$ cat src/rtl/ls_mem_port_sched_pkg.sv
// rtl/ls_mem_port_sched_pkg.sv - shared FSM encoding and default widths for the load/store port scheduler
package ls_pkg;

    localparam int unsigned LS_ADDR_W     = 16;
    localparam int unsigned LS_DATA_W     = 16;
    localparam int unsigned LS_INDX_W     = 6;
    localparam int unsigned LS_PHY_W      = 6;
    localparam int unsigned LS_STARVE_MAX = 8;

    typedef enum logic [1:0] {
        IDLE    = 2'd0,
        LD_WAIT = 2'd1,
        ST_WAIT = 2'd2
    } state_t;

endpackage

$ cat src/rtl/ls_mem_port_sched_if.sv
// rtl/ls_mem_port_sched_if.sv - memory-side request/response bus between the scheduler and mem_sys
interface ls_mem_port_sched_if #(
    parameter int unsigned ADDR_W = ls_pkg::LS_ADDR_W,
    parameter int unsigned DATA_W = ls_pkg::LS_DATA_W
);
    logic              mem_rd;
    logic              mem_wrt;
    logic [ADDR_W-1:0] mem_addr;
    logic [DATA_W-1:0] mem_wdata;
    logic              mem_vld;
    logic [DATA_W-1:0] mem_rdata;

    modport master (
        output mem_rd, mem_wrt, mem_addr, mem_wdata,
        input  mem_vld, mem_rdata
    );

    modport slave (
        input  mem_rd, mem_wrt, mem_addr, mem_wdata,
        output mem_vld, mem_rdata
    );
endinterface

$ cat src/rtl/ls_mem_port_sched_starve_ctr.sv
// rtl/ls_mem_port_sched_starve_ctr.sv - store starvation counter; raises st_pri when the store queue must win
module ls_starve_ctr #(
    parameter int unsigned STARVE_MAX = ls_pkg::LS_STARVE_MAX
) (
    input  logic clk,
    input  logic rst_n,
    input  logic i_st_req,
    input  logic i_st_gnt,
    input  logic i_sq_full,
    output logic o_st_pri
);
    logic [7:0] r_cnt;

    // Counts only uninterrupted waiting; any gap in st_req restarts the wait.
    always_ff @(posedge clk or negedge rst_n) begin
        if (!rst_n) begin
            r_cnt <= 8'd0;
        end else if (!i_st_req || i_st_gnt) begin
            r_cnt <= 8'd0;
        end else if (r_cnt != 8'hFF) begin
            r_cnt <= r_cnt + 8'd1;
        end
    end

    assign o_st_pri = i_sq_full | (r_cnt >= 8'(STARVE_MAX));
endmodule

$ cat src/rtl/ls_mem_port_sched.sv
// rtl/ls_mem_port_sched.sv - arbitrates the single memory port between load and store queues
// Optional perf counters (loads, stores, forced store grants) under LSPS_PERF_CNT_EN.
module ls_mem_port_sched
    import ls_pkg::*;
#(
    parameter int unsigned ADDR_W     = LS_ADDR_W,
    parameter int unsigned DATA_W     = LS_DATA_W,
    parameter int unsigned INDX_W     = LS_INDX_W,
    parameter int unsigned PHY_W      = LS_PHY_W,
    parameter int unsigned STARVE_MAX = LS_STARVE_MAX
) (
    input  logic              clk,
    input  logic              rst_n,
    input  logic              i_flsh,
    input  logic              i_ld_req,
    input  logic [ADDR_W-1:0] i_ld_addr,
    input  logic [INDX_W-1:0] i_ld_indx,
    input  logic [PHY_W-1:0]  i_ld_phy,
    output logic              o_ld_gnt,
    input  logic              i_st_req,
    input  logic [ADDR_W-1:0] i_st_addr,
    input  logic [DATA_W-1:0] i_st_data,
    input  logic              i_sq_full,
    output logic              o_st_gnt,
    ls_mem_port_sched_if.master m_mem,
    output logic              o_vld_ld,
    output logic              o_reg_wrt_ld,
    output logic [DATA_W-1:0] o_data_ld,
    output logic [INDX_W-1:0] o_indx_ld,
    output logic [PHY_W-1:0]  o_phy_addr_ld,
    output logic              o_str_iss,
    output logic              o_busy
`ifdef LSPS_PERF_CNT_EN
    ,
    output logic [15:0]       o_ld_cnt,
    output logic [15:0]       o_st_cnt,
    output logic [15:0]       o_sq_prio_cnt
`endif
);
    state_t            r_state;
    logic              r_kill;
    logic              r_cool;
    logic              r_mem_rd;
    logic              r_mem_wrt;
    logic [ADDR_W-1:0] r_mem_addr;
    logic [DATA_W-1:0] r_mem_wdata;
    logic [INDX_W-1:0] r_cap_indx;
    logic [PHY_W-1:0]  r_cap_phy;
    logic              r_vld_ld;
    logic [DATA_W-1:0] r_data_ld;
    logic [INDX_W-1:0] r_indx_ld;
    logic [PHY_W-1:0]  r_phy_ld;
    logic              r_str_iss;

    logic w_st_pri;
    logic w_can_gnt;
    logic w_st_gnt;
    logic w_ld_gnt;

    ls_starve_ctr #(.STARVE_MAX(STARVE_MAX)) u_starve (
        .clk       (clk),
        .rst_n     (rst_n),
        .i_st_req  (i_st_req),
        .i_st_gnt  (w_st_gnt),
        .i_sq_full (i_sq_full),
        .o_st_pri  (w_st_pri)
    );

    // r_cool blocks the cycle right after a completion so grants are spaced 3 cycles apart.
    assign w_can_gnt = rst_n & (r_state == IDLE) & ~r_cool;
    assign w_st_gnt  = w_can_gnt & i_st_req & (w_st_pri | ~i_ld_req | i_flsh);
    assign w_ld_gnt  = w_can_gnt & i_ld_req & ~i_flsh & ~w_st_gnt;

    always_ff @(posedge clk or negedge rst_n) begin
        if (!rst_n) begin
            r_state     <= IDLE;
            r_kill      <= 1'b0;
            r_cool      <= 1'b0;
            r_mem_rd    <= 1'b0;
            r_mem_wrt   <= 1'b0;
            r_mem_addr  <= '0;
            r_mem_wdata <= '0;
            r_cap_indx  <= '0;
            r_cap_phy   <= '0;
            r_vld_ld    <= 1'b0;
            r_data_ld   <= '0;
            r_indx_ld   <= '0;
            r_phy_ld    <= '0;
            r_str_iss   <= 1'b0;
        end else begin
            r_vld_ld  <= 1'b0;
            r_str_iss <= 1'b0;
            r_cool    <= 1'b0;
            case (r_state)
                IDLE: begin
                    if (w_st_gnt) begin
                        r_state     <= ST_WAIT;
                        r_mem_wrt   <= 1'b1;
                        r_mem_addr  <= i_st_addr;
                        r_mem_wdata <= i_st_data;
                    end else if (w_ld_gnt) begin
                        r_state    <= LD_WAIT;
                        r_mem_rd   <= 1'b1;
                        r_mem_addr <= i_ld_addr;
                        r_cap_indx <= i_ld_indx;
                        r_cap_phy  <= i_ld_phy;
                    end
                end
                LD_WAIT: begin
                    if (i_flsh) begin
                        r_kill <= 1'b1;
                    end
                    if (m_mem.mem_vld) begin
                        r_state  <= IDLE;
                        r_mem_rd <= 1'b0;
                        r_kill   <= 1'b0;
                        r_cool   <= 1'b1;
                        // A flush seen at any point of the wait squashes the writeback.
                        if (!(r_kill || i_flsh)) begin
                            r_vld_ld  <= 1'b1;
                            r_data_ld <= m_mem.mem_rdata;
                            r_indx_ld <= r_cap_indx;
                            r_phy_ld  <= r_cap_phy;
                        end
                    end
                end
                ST_WAIT: begin
                    if (m_mem.mem_vld) begin
                        r_state   <= IDLE;
                        r_mem_wrt <= 1'b0;
                        r_cool    <= 1'b1;
                        r_str_iss <= 1'b1;
                    end
                end
                default: r_state <= IDLE;
            endcase
        end
    end

    assign o_ld_gnt        = w_ld_gnt;
    assign o_st_gnt        = w_st_gnt;
    assign m_mem.mem_rd    = r_mem_rd;
    assign m_mem.mem_wrt   = r_mem_wrt;
    assign m_mem.mem_addr  = r_mem_addr;
    assign m_mem.mem_wdata = r_mem_wdata;
    assign o_vld_ld        = r_vld_ld;
    assign o_reg_wrt_ld    = r_vld_ld;
    assign o_data_ld       = r_data_ld;
    assign o_indx_ld       = r_indx_ld;
    assign o_phy_addr_ld   = r_phy_ld;
    assign o_str_iss       = r_str_iss;
    assign o_busy          = (r_state != IDLE);

`ifdef LSPS_PERF_CNT_EN
    logic [15:0] r_ld_cnt;
    logic [15:0] r_st_cnt;
    logic [15:0] r_sq_prio_cnt;

    always_ff @(posedge clk or negedge rst_n) begin
        if (!rst_n) begin
            r_ld_cnt      <= 16'd0;
            r_st_cnt      <= 16'd0;
            r_sq_prio_cnt <= 16'd0;
        end else begin
            if (r_state == LD_WAIT && m_mem.mem_vld) r_ld_cnt <= r_ld_cnt + 16'd1;
            if (r_state == ST_WAIT && m_mem.mem_vld) r_st_cnt <= r_st_cnt + 16'd1;
            if (w_st_gnt && w_st_pri) r_sq_prio_cnt <= r_sq_prio_cnt + 16'd1;
        end
    end

    assign o_ld_cnt      = r_ld_cnt;
    assign o_st_cnt      = r_st_cnt;
    assign o_sq_prio_cnt = r_sq_prio_cnt;
`endif
endmodule
$ cat src/flat_wrapper.sv
// flat-port wrapper written by rule: the top's interface ports become plain ports
module ls_mem_port_sched_flat import ls_pkg::*;
#(
    parameter int unsigned ADDR_W     = LS_ADDR_W,
    parameter int unsigned DATA_W     = LS_DATA_W,
    parameter int unsigned INDX_W     = LS_INDX_W,
    parameter int unsigned PHY_W      = LS_PHY_W,
    parameter int unsigned STARVE_MAX = LS_STARVE_MAX
)
  (clk, rst_n, i_flsh, i_ld_req, i_ld_addr, i_ld_indx, i_ld_phy, o_ld_gnt, i_st_req, i_st_addr, i_st_data, i_sq_full, o_st_gnt, o_vld_ld, o_reg_wrt_ld, o_data_ld, o_indx_ld, o_phy_addr_ld, o_str_iss, o_busy, m_mem_mem_rd, m_mem_mem_wrt, m_mem_mem_addr, m_mem_mem_wdata, m_mem_mem_vld, m_mem_mem_rdata);
  ls_mem_port_sched_if #(.ADDR_W(ADDR_W), .DATA_W(DATA_W)) m_mem_i ();
  input  logic clk;
  input  logic rst_n;
  input  logic i_flsh;
  input  logic i_ld_req;
  input  logic [ADDR_W-1:0] i_ld_addr;
  input  logic [INDX_W-1:0] i_ld_indx;
  input  logic [PHY_W-1:0] i_ld_phy;
  output logic o_ld_gnt;
  input  logic i_st_req;
  input  logic [ADDR_W-1:0] i_st_addr;
  input  logic [DATA_W-1:0] i_st_data;
  input  logic i_sq_full;
  output logic o_st_gnt;
  output logic o_vld_ld;
  output logic o_reg_wrt_ld;
  output logic [DATA_W-1:0] o_data_ld;
  output logic [INDX_W-1:0] o_indx_ld;
  output logic [PHY_W-1:0] o_phy_addr_ld;
  output logic o_str_iss;
  output logic o_busy;
  output wire logic [$bits(m_mem_i.mem_rd)-1:0] m_mem_mem_rd;
  output wire logic [$bits(m_mem_i.mem_wrt)-1:0] m_mem_mem_wrt;
  output wire logic [$bits(m_mem_i.mem_addr)-1:0] m_mem_mem_addr;
  output wire logic [$bits(m_mem_i.mem_wdata)-1:0] m_mem_mem_wdata;
  input wire logic [$bits(m_mem_i.mem_vld)-1:0] m_mem_mem_vld;
  input wire logic [$bits(m_mem_i.mem_rdata)-1:0] m_mem_mem_rdata;
  assign m_mem_mem_rd = m_mem_i.mem_rd;
  assign m_mem_mem_wrt = m_mem_i.mem_wrt;
  assign m_mem_mem_addr = m_mem_i.mem_addr;
  assign m_mem_mem_wdata = m_mem_i.mem_wdata;
  assign m_mem_i.mem_vld = m_mem_mem_vld;
  assign m_mem_i.mem_rdata = m_mem_mem_rdata;
  ls_mem_port_sched #(.ADDR_W(ADDR_W), .DATA_W(DATA_W), .INDX_W(INDX_W), .PHY_W(PHY_W), .STARVE_MAX(STARVE_MAX)) u_core (.clk(clk), .rst_n(rst_n), .i_flsh(i_flsh), .i_ld_req(i_ld_req), .i_ld_addr(i_ld_addr), .i_ld_indx(i_ld_indx), .i_ld_phy(i_ld_phy), .o_ld_gnt(o_ld_gnt), .i_st_req(i_st_req), .i_st_addr(i_st_addr), .i_st_data(i_st_data), .i_sq_full(i_sq_full), .o_st_gnt(o_st_gnt), .m_mem(m_mem_i), .o_vld_ld(o_vld_ld), .o_reg_wrt_ld(o_reg_wrt_ld), .o_data_ld(o_data_ld), .o_indx_ld(o_indx_ld), .o_phy_addr_ld(o_phy_addr_ld), .o_str_iss(o_str_iss), .o_busy(o_busy));
endmodule
$ cat config.mk
export PLATFORM = sky130hd
export DESIGN_NAME = ls_mem_port_sched_flat
export DESIGN_NICKNAME = d
export VERILOG_FILES = /design/src/rtl/ls_mem_port_sched_pkg.sv /design/src/rtl/ls_mem_port_sched_if.sv /design/src/rtl/ls_mem_port_sched_starve_ctr.sv /design/src/rtl/ls_mem_port_sched.sv /design/src/flat_wrapper.sv
export SDC_FILE = /design/constraint.sdc
export NUM_CORES = 1
export LEC_CHECK = 0
export BUFFER_PORTS_ARGS = -buffer_cell sky130_fd_sc_hd__buf_2
export CAP_MARGIN = 5
export CORE_ASPECT_RATIO = 1.25
export CORE_MARGIN = 2
export CORE_UTILIZATION = 48
export CTS_CLUSTER_SIZE = 14
export DETAILED_ROUTE_END_ITERATION = 7
export PLACE_DENSITY_LB_ADDON = 0.25
export SLEW_MARGIN = 0
export SYNTH_ARGS = -nofsm -noshare
export SYNTH_HDL_FRONTEND = slang
export SYNTH_SLANG_ARGS = --single-unit
$ cat constraint.sdc
create_clock -name clk -period 2.5 [get_ports clk]
set_input_delay 0.125 -clock clk [delete_from_list [all_inputs] [get_ports clk]]
set_output_delay 0.125 -clock clk [all_outputs]
set_load 0.01 [all_outputs]
==> out/qor.yml, run 1 <==
run_status: "finished, final reports clean"
fin_crit_sh_pct: 90.0
cp_slowest_cell: "dfrtp_1"
peakVddDrop_v: 0.000615
dieArea_mm2: 0.00856
grt_max_degree: 48
io-pin-count: 151
drt_iter0_drc: 85
cts_root_buffer: "clkbuf_8"
dpl.hpwl_um: 5470
final_period_minus_worst_setup_slack_ns: 2.25
coreArea_mm2: 0.00770
rr_endpoint: "u_core.m_mem.mem_wdata[3]"
final-setup-viol-count: 0
drive_above_1_share_pct: 50.0
start_util_pct: 48.8
netlist.top_cell.by_area: "dfrtp_1"
syn-cell-area_mm2: 0.00376
grt-ovfl-total: 0
async_flop_share_pct: 100
synth.most_common_cell: "dfrtp_1"
drt-total-wl_um: 7890
via_count: 2778
syn_avg_cell_area_um2: 13.7
synth_top_area_share_pct: 58.5
track_usage_pct: 18.3
finalCoreUtilization_pct: 66.7
drc: 0
firstDrtPassIters: 4
rrSetupSlack_ns: 0.43
fmax_mhz: 444
worstSetupPathType: "reg2out"
finalMaxSlewViolations: 0
synthTopCellsByArea: "dfrtp_1 (59%), mux2_2 (11%), mux2_4 (7.6%)"
p_leak_nw: 2.60
syn_nets: 362
crit_required_ns: 2.38
ys_ff_latch: 88
hold_class: "in2reg"
cts_setup_buffers: 0
antenna_cells: 0
cts-resized-gates: 0
p_per_area_mw_per_mm2: 1000
ys_seq_area_share_pct: 58.5
port-buffer-count: 150
yosys_warnings: 0
ff2ff_path_depth: 6
cts-htree-levels: 3
max-slew-margin-rel_pct: 62.0
fp.dieH_um: 103
start_kind: "flop"
clk_pin_slew_ns: 0.08
r2r_start: "u_core.r_state[0]"
slowest_delay_ns: 0.39
finalHoldViolations: 0
synth-edff-count: 0
ys_types: 41
via_per_inst: 4.92
ys.flop_type: "dfrtp_1"
hold_end: "u_core.o_data_ld[7]"
holdWs_ns: 0.00895
cts_buffers: 9
cts_buffer_depth: 2
num_rows: 36
wl_per_cell_um: 14.0
antenna_found_initial: 0
worst_slack_ns: 0.249
first_global_vias: 2737
cts_tree: "yes"
syn2layout_area_growth_pct: 36.6
n_fill_cell: 576
skew_ns: 0.00878
holdBufCountCts: 33
numClockSinks: 88
die_w_um: 83.2
hp-start: "m_mem_mem_rdata[7]"
hold_depth: 2
end_kind: "output pin"
detail-route-antenna-nets: 0
dpl_worst_slack_ns: 0.434
grt_first_pass_wirelength_um: 12500
clk_latency_ns: 0.35
critPathArrivalTime_ns: 2.13
tightest_slew_ns: 0.570
maxCapViolations: 0
rsz0062_at_grt: "no"
path_cells: "inv_1 -> ha_1 -> and3b_1 -> o211a_2 -> buf_4 -> buf_2"
synthCells: 274
crit_fanout: 25
synthTopCellsByCount: "dfrtp_1 (88), mux2_2 (37), nor2_1 (25), a21oi_1 (20), mux2_4 (19)"
gp_congestion: 0.834
setup_tns_ns: 0
nets: 553
==> state kept, by name, indices dropped and copies added, names as in the netlist <==
register                flops
u_core.m_mem.mem_addr      16
u_core.m_mem.mem_wdata     16
u_core.o_data_ld           16
u_core.u_starve.r_cnt       8
u_core.o_indx_ld            6
u_core.o_phy_addr_ld        6
u_core.r_cap_indx           6
u_core.r_cap_phy            6
u_core.r_state              2
u_core.m_mem.mem_rd         1
u_core.m_mem.mem_wrt        1
u_core.o_reg_wrt_ld         1
u_core.o_str_iss            1
u_core.r_cool               1
u_core.r_kill               1
==> cell type report <==
class,count,area [um2],share of cell area (%)
Sequential cell,88,2200,42.9
Tap cell,95,119,2.31
Inverter,7,26.3,0.512
Multi-Input combinational cell,167,1440,28.0
Clock buffer,10,138,2.68
Timing Repair Buffer,192,1160,22.5
Clock inverter,6,58.8,1.14
==> how the worst max path moves through the flow <==
stage / start / end / slack, ns
finish: u_core.r_state[0] / o_st_gnt / 0.25
floorplan: u_core.u_starve.r_cnt[7] / u_core.m_mem.mem_wdata[15] / 0.63
CTS: u_core.r_state[0] / o_st_gnt / 0.22
detailed placement: u_core.r_state[0] / u_core.m_mem.mem_wdata[3] / 0.43
global placement: u_core.r_state[0] / u_core.m_mem.mem_wdata[0] / 0.50
global route: u_core.r_state[0] / o_st_gnt / 0.11
==> stage by stage <==
stage	power [W]	instance area, um2	instances
after global routing	0.00548	5140	565
after global placement	0.00410	4590	514
after floorplan	0.00345	3760	274
final	0.00514	5140	565
after detailed placement	0.00418	4590	514
after CTS	0.00519	5120	563
==> cells in the final DEF, fill, tap and decap left out, types with 2 or more instances in the layout <==
master,n
a21oi_1,20
dfrtp_1,88
clkinv_2,4
mux2i_1,17
mux2_2,37
inv_1,7
buf_4,8
nor2b_1,2
clkbuf_8,10
ha_1,5
and2_1,3
nand2_1,5
buf_2,149
dlygate4sd3_1,35
nand2b_1,2
o21ai_0,5
mux2_4,19
nor2_1,25
nor3_1,3
xor2_1,3
==> routing by layer <==
| layer | up-vias | routed length [um] | GRT usage, % |
|---|---|---|---|
| met5 | - | 0 | 0 |
| li1 | 1340 | - | - |
| met1 | 1309 | 3540 | 24.2 |
| met2 | 118 | 3620 | 29.2 |
| met3 | 11 | 601 | 4.64 |
| met4 | 0 | 130 | 7.57 |
==> power by group <==
part           switching (W)  internal [W]  total (W)
sequential          0.000294       0.00201    0.00230
combinational       0.000868       0.00101    0.00187
clock               0.000479      0.000484   0.000963
total                0.00164       0.00350    0.00514
==> worst max-delay path: cells and delay by family, from the launching register on <==
kind,cells,cell delay (ns)
adder cells (fa/ha/maj),1,0.23
AND/OR/NAND/NOR,1,0.28
flip-flops,1,0.39
buffers and inverters,3,0.64
AO/OA/AOI/OAI,1,0.22
==> cell families (layout without fill, tap and decap cells) <==
kind of cell / Yosys count / in the layout / synth area share [%]
adder cells (fa/ha/maj): 5 / 5 / 1.66
flip-flops: 88 / 88 / 58.5
AND/OR/NAND/NOR: 49 / 49 / 6.59
multiplexers: 73 / 73 / 23.2
buffers and inverters: 19 / 215 / 3.39
XOR/XNOR: 4 / 4 / 0.932
AO/OA/AOI/OAI: 36 / 36 / 5.69
No activity file was read; power rests on OpenSTA's default activity.
==> inputs of run 2 (changes only) <==
--- a/config.mk
+++ b/config.mk
@@ -5,11 +5,12 @@
 export SDC_FILE = /design/constraint.sdc
 export NUM_CORES = 1
 export LEC_CHECK = 0
+export ABC_AREA = 1
 export BUFFER_PORTS_ARGS = -buffer_cell sky130_fd_sc_hd__buf_2
 export CAP_MARGIN = 5
 export CORE_ASPECT_RATIO = 1.25
 export CORE_MARGIN = 2
-export CORE_UTILIZATION = 48
+export CORE_UTILIZATION = 44
 export CTS_CLUSTER_SIZE = 14
 export DETAILED_ROUTE_END_ITERATION = 7
 export PLACE_DENSITY_LB_ADDON = 0.25
==> constraint.sdc (replaced) <==
create_clock -name clk -period 1.85 [get_ports clk]
set_input_delay 0.0925 -clock clk [delete_from_list [all_inputs] [get_ports clk]]
set_output_delay 0.0925 -clock clk [all_outputs]
set_load 0.01 [all_outputs]
==> run 2 against run 1 <==
Compared with the run above:
- utilization shrank 3.3 points
- critical path type unchanged
- clock skew down 0.0016 ns
- first-iteration DRC count increased by 78%
- flip-flop and latch count stayed put
- sequential power grew 37%
- count of clock-buffer cells in the layout is 4 higher
- design area increased by 7.4%
- synthesized area increased by 4.8%
- highest routed layer unchanged
- sequential share of layout area shrank 3.0 points
==> out/qor.yml, run 2 <==
drc: 0  # unchanged
async_flop_share_pct: 100  # unchanged
layout_common_cells: "nand2_1 (176), buf_2 (149), dfrtp_1 (88)"
cts-htree-levels: 3  # unchanged
gr-max-usage-layer: "met2"
cp_slowest_cell: "dfrtp_1"
cts_tree: "yes"
ys_ff_latch: 88  # unchanged
synth.most_common_cell: "nand2_1"
switchingPower_w: 0.00269  # +64%
clk_latency_ns: 0.35  # about the same
final-setup-viol-count: 0  # unchanged
gp_congestion: 0.847  # +1.6%
maxCapViolations: 0  # unchanged
multiInputGateArea_mm2: 0.00140  # -2.4%
rrSetupSlack_ns: 0.15  # -0.28 ns
ys_types: 27  # -34%
r2r_start: "u_core.r_state[0]"
max-slew-margin-rel_pct: 57.5  # -4.5 points
final_common_cell: "nand2_1"
die_w_um: 88.7  # +6.6%
tightest_slew_ns: 0.637  # +0.0673 ns
final_period_minus_worst_setup_slack_ns: 1.76
first_global_vias: 3426  # +25%
netSwitchingFraction_pct: 36.3  # +4.3 points
cts_buffers: 9  # unchanged
hold_depth: 3  # +1
cts_root_buffer: "clkbuf_8"
via_count: 3529  # +27%
fin_crit_sh_pct: 95.4
p_leak_nw: 3.12  # +20%
slowest_delay_ns: 0.38  # about the same
skew_ns: 0.00713  # -0.00165 ns
synth_top_area_share_pct: 55.9  # -2.7 points
drt_iter0_drc: 151  # +78%
grt-ovfl-total: 0  # unchanged
seq_power_share_pct: 42.5  # -2.3 points
synthCells: 457  # +67%
path_cells: "inv_1 -> ha_4 -> nand3b_4 -> nor2_4 -> nand2_4 -> nand2_8 -> inv_12 -> buf_2"
hp-start: "i_st_addr[4]"
critPathArrivalTime_ns: 1.67  # -0.46 ns
grt_use_met1_pct: 24.2  # -0.057 points
drive_above_1_share_pct: 30.3  # -20 points
finalMaxSlewViolations: 0  # unchanged
grt_max_degree: 52  # +8.3%
hold_class: "in2reg"
detail-route-antenna-nets: 0  # unchanged
dieArea_mm2: 0.00974  # +14%
antenna_cells: 0  # unchanged
port-buffer-count: 150  # unchanged
synth-edff-count: 0  # unchanged
track_usage_pct: 20.1  # +1.8 points
syn_nets: 545  # +51%
peakVddDrop_v: 0.000752  # +22%
clk_pin_slew_ns: 0.08  # about the same
fmax_mhz: 567
setup_tns_ns: 0  # unchanged
grt_first_pass_wirelength_um: 15200  # +21%
drt-total-wl_um: 9540  # +21%
crit_required_ns: 1.76  # -0.62 ns
num_rows: 38  # +5.6%
syn2layout_area_growth_pct: 39.9
worstSetupPathType: "reg2out"
cp-startpoint: "u_core.r_state[1]"
yosys_warnings: 0  # unchanged
synthTopCellsByCount: "nand2_1 (176), dfrtp_1 (88), inv_1 (60), o21ai_0 (25), nor2_1 (22)"
fp.dieH_um: 110  # +6.7%
netlist.top_cell.by_area: "dfrtp_1"
io-pin-count: 151  # unchanged
firstDrtPassIters: 4  # unchanged
final-seq-area_mm2: 0.00220  # unchanged
crit_fanout: 24  # -4.0%
nets: 747  # +35%
start_util_pct: 45.3  # -3.5 points
finalHoldViolations: 0  # unchanged
run_status: "finished, final reports clean"
wl_per_cell_um: 12.2  # -13%
syn-cell-area_mm2: 0.00394  # +4.8%
p_clk_share_pct: 17.6  # -1.1 points
power_frac_comb_pct: 39.9  # +3.4 points
internal-power_w: 0.00473  # +35%
ys.flop_type: "dfrtp_1"
coreArea_mm2: 0.00870  # +13%
via_per_inst: 4.50  # -8.5%
use_met3_pct: 4.50  # -0.14 points
cts_buffer_depth: 2  # unchanged
n_fill_cell: 775  # +35%
p_per_area_mw_per_mm2: 1350  # +35%
synthTopCellsByArea: "dfrtp_1 (56%), nand2_1 (17%), inv_1 (5.7%)"
start_kind: "flop"
ff2ff_path_depth: 8  # +2
numClockSinks: 88  # unchanged
use_met2_pct: 34.2  # +5.0 points
dpl.hpwl_um: 6400  # +17%
antenna_found_initial: 0  # unchanged
ys_seq_area_share_pct: 55.9  # -2.7 points
hold_end: "u_core.m_mem.mem_addr[4]"
rr_endpoint: "u_core.u_starve.r_cnt[6]"
end_kind: "output pin"
syn_avg_cell_area_um2: 8.63  # -37%
finalCoreUtilization_pct: 63.4  # -3.3 points
run 2: cell count changes after synthesis, moves of 16 or more:
cell / delta
inv_1: +53
mux2i_1: -17
o21bai_1: +16
nand2_1: +171
mux2_4: -19
mux2_2: -37
o21ai_0: +20
run 2: how the worst max path moves through the flow:
| stage | to | slack, ns | depth (start not counted) |
|---|---|---|---|
| final | o_ld_gnt | 0.09 | 8 |
| after global routing | o_ld_gnt | -0.01 | 8 |
| after CTS | o_ld_gnt | 0.007 | 8 |
| after detailed placement | u_core.u_starve.r_cnt[6] | 0.12 | 8 |
| after global placement | u_core.u_starve.r_cnt[7] | 0.20 | 8 |
| after floorplan | u_core.m_mem.mem_addr[10] | 0.30 | 9 |
run 2: power by group through the flow:
stage | clock network (W) | registers (W) | logic, W
after floorplan | 0 | 0.00349 | 0.00140
after global placement | 0 | 0.00317 | 0.00272
after detailed placement | 0 | 0.00319 | 0.00280
after CTS | 0.00136 | 0.00316 | 0.00291
after global routing | 0.00145 | 0.00324 | 0.00337
final | 0.00131 | 0.00316 | 0.00296
run 2: cells by family (layout without fill, tap and decap cells):
group                      after synthesis  count (layout)  synth area share [%]
buffers and inverters                   83             290                  9.62
DFF                                     88              88                  55.9
adders and majority gates                5               5                  1.59
and+or+nand+nor                        214             214                  22.1
xor gates and xnor gates                 3               3                 0.667
AOI/OAI and AO/OA                       64              64                  10.2
run 2: area by class of cell:
class,instances,area share (%)
timing repair buffer,208,23.6
multi-input combinational,286,25.4
tap,120,2.72
inverter,66,4.85
clock inverter,2,0.703
clock buffer,14,2.77
sequential,88,39.9
run 2: stage by stage:
| stage | hold WS, ns | std cells | worst slack (ns) | power (W) | instance area [um2] |
|---|---|---|---|---|---|
| after floorplan | -0.203 | 457 | 0.300 | 0.00488 | 3940 |
| after global placement | 0.277 | 717 | 0.198 | 0.00589 | 4770 |
| after detailed placement | 0.280 | 717 | 0.123 | 0.00599 | 4770 |
| after CTS | 0.0114 | 780 | 0.00663 | 0.00744 | 5470 |
| after global routing | 0.0308 | 784 | -0.0133 | 0.00807 | 5520 |
| final | 0.0272 | 784 | 0.0854 | 0.00743 | 5520 |
run 2: metal layers:
layer / routed length [um] / share of wire [%]
met4: 238 / 2.5
met5: 0 / 0
met1: 4010 / 42
met3: 555 / 5.8
met2: 4740 / 50
run 2: worst max-delay path: cells and delay by family, from the launching register on:
kind	cells	cell delay [ns]
buffers and inverters	3	0.32
adders and majority gates	1	0.16
and+or+nand+nor	4	0.44
DFF	1	0.38
run 2: timing repair:
action	4_1_cts	5_1_grt
gates cloned	0	0
gates resized for setup	8	4
pin swaps	1	2
endpoints found under the hold margin	96	0
hold buffers	46	0
endpoints found under the setup margin	2	16
setup buffers	1	4
==> inputs of run 3 (changes only) <==
--- a/config.mk
+++ b/config.mk
@@ -9,7 +9,6 @@
 export BUFFER_PORTS_ARGS = -buffer_cell sky130_fd_sc_hd__buf_2
 export CAP_MARGIN = 5
 export CORE_ASPECT_RATIO = 1.25
-export CORE_MARGIN = 2
 export CORE_UTILIZATION = 44
 export CTS_CLUSTER_SIZE = 14
 export DETAILED_ROUTE_END_ITERATION = 7
==> run 3 against run 2 <==
Compared with the run above:
- sequential power about the same
- global-route usage up 0.20 points
- setup slack better by 0.015 ns
- clock power about the same
- non-clock buffer count unchanged
- clock skew up 0.0040 ns
- critical path type unchanged
- highest routed layer unchanged
==> out/qor.yml, run 3 (synthesized netlist as in run 2, its figures left out) <==
final-setup-viol-count: 0  # unchanged
layout_common_cells: "nand2_1 (176), buf_2 (149), dfrtp_1 (88)"
drc: 0  # unchanged
use_met3_pct: 5.06  # +0.56 points
end_kind: "output pin"
grt-ovfl-total: 0  # unchanged
cts_tree: "yes"
via_per_inst: 4.51  # +0.18%
setup_tns_ns: 0  # unchanged
detail-route-antenna-nets: 0  # unchanged
gr-max-usage-layer: "met2"
num_rows: 38  # unchanged
finalMaxSlewViolations: 0  # unchanged
nets: 747  # unchanged
start_kind: "flop"
antenna_found_initial: 1  # +1
hold_class: "in2reg"
cts_buffer_depth: 2  # unchanged
fmax_mhz: 572  # +0.86%
drt-total-wl_um: 8970  # -6.0%
clk_latency_ns: 0.36  # about the same
drive_above_1_share_pct: 30.9  # +0.60 points
run_status: "finished, final reports clean"
crit_fanout: 24  # unchanged
maxCapViolations: 0  # unchanged
cts_root_buffer: "clkbuf_8"
dpl.hpwl_um: 5880  # -8.2%
crit_required_ns: 1.76  # about the same
fin_crit_sh_pct: 94.6  # -0.81 points
firstDrtPassIters: 4  # unchanged
track_usage_pct: 20.3  # +0.20 points
port-buffer-count: 150  # unchanged
rrSetupSlack_ns: 0.20  # +0.05 ns
fin_area_mm2: 0.00554  # +0.43%
p_per_area_mw_per_mm2: 1330  # -0.95%
max-slew-margin-rel_pct: 68.3  # +11 points
die_w_um: 86.7  # -2.3%
numClockSinks: 88  # unchanged
rr_endpoint: "u_core.u_starve.r_cnt[6]"
finalHoldViolations: 0  # unchanged
grt_first_pass_wirelength_um: 14500  # -4.1%
io-pin-count: 151  # unchanged
final_common_cell: "nand2_1"
start_util_pct: 45.3  # unchanged
grt_use_met1_pct: 24.5  # +0.33 points
grt_max_degree: 89  # +71%
cts-htree-levels: 3  # unchanged
clk_pin_slew_ns: 0.08  # about the same
endpoint: "o_ld_gnt"
ff2ff_path_depth: 8  # unchanged
cts_buffers: 9  # unchanged
final-seq-area_mm2: 0.00220  # unchanged
fp.dieH_um: 108  # -1.8%
cp-startpoint: "u_core.r_state[0]"
first_global_vias: 3289  # -4.0%
coreArea_mm2: 0.00870  # unchanged
dieArea_mm2: 0.00935  # -4.0%
tightest_slew_ns: 0.475  # -0.162 ns
syn2layout_area_growth_pct: 40.5
final_period_minus_worst_setup_slack_ns: 1.75  # -0.0150 ns
wl_per_cell_um: 11.4  # -6.1%
drt_iter0_drc: 148  # -2.0%
worstSetupPathType: "reg2out"
placed_area_mm2: 0.00478  # +0.10%
worst_slack_ns: 0.100  # +0.0150 ns
r2r_start: "u_core.u_starve.r_cnt[7]"
skew_ns: 0.0111  # +0.00396 ns
gp_congestion: 0.736  # -13%
n_fill_cell: 754  # -2.7%
peakVddDrop_v: 0.000704  # -6.4%
dpl_worst_slack_ns: 0.160  # +0.0366 ns
via_count: 3540  # +0.31%
critPathArrivalTime_ns: 1.66  # about the same
use_met2_pct: 33.7  # -0.49 points
multiInputGateArea_mm2: 0.00140  # unchanged
p_leak_nw: 3.13  # +0.39%
run 3: worst max-delay path, stage by stage, from the launching register on:
cell and delay (ns):
dfrtp_1 0.40, inv_2 0.09, ha_4 0.15, nand3b_4 0.10, nor2_4 0.11, nand2_4 0.11
nand2_8 0.13, inv_16 0.06, buf_2 0.14
run 3: worst min path at each step:
stage,from,to,depth (start not counted)
2_1_floorplan,rst_n,u_core.m_mem.mem_addr[0],0
3_3_place_gp,rst_n,u_core.m_mem.mem_addr[5],2
3_5_place_dp,rst_n,u_core.m_mem.mem_addr[5],2
4_1_cts,i_st_addr[0],u_core.m_mem.mem_addr[0],3
5_1_grt,i_st_addr[0],u_core.m_mem.mem_addr[0],3
6_report,i_st_addr[3],u_core.m_mem.mem_addr[3],3
run 3: per-stage QoR:
| step | utilization (%) | std cells | power (W) | hold slack, ns |
|---|---|---|---|---|
| after floorplan | - | 457 | 0.00488 | -0.203 |
| after global placement | 54.9 | 716 | 0.00587 | 0.202 |
| after detailed placement | 54.9 | 716 | 0.00596 | 0.201 |
| after CTS | 63.3 | 781 | 0.00742 | 0.00193 |
| after global routing | 63.7 | 785 | 0.00800 | 0.0241 |
| final | 63.7 | 785 | 0.00739 | 0.0208 |
run 3: power breakdown:
part	switching [W]	total [W]	internal [W]
clock network	0.000679	0.00130	0.000623
registers	0.000399	0.00315	0.00275
logic	0.00163	0.00294	0.00131
total	0.00271	0.00739	0.00468
run 3: timing repair:
item	4_1_cts	5_1_grt
setup buffers	2	3
resized for setup	11	3
pin swaps	2	1
endpoints found under the hold margin	135	0
setup endpoints to repair	2	2
hold buffers	47	0
run 3: layout make-up:
type                       instances  area share (%)
multi-input combinational        286            25.3
clock buffer                       9            2.24
timing repair buffer             208            23.8
antenna                            1          0.0452
inverter                          66            4.90
sequential                        88            39.7
clock inverter                     7            1.26
tap                              120            2.71
run 3: routing by layer:
metal / up-vias / wire length, um
met5: - / 0
met4: 0 / 251
met3: 20 / 521
met1: 1591 / 3890
met2: 131 / 4310
li1: 1798 / -
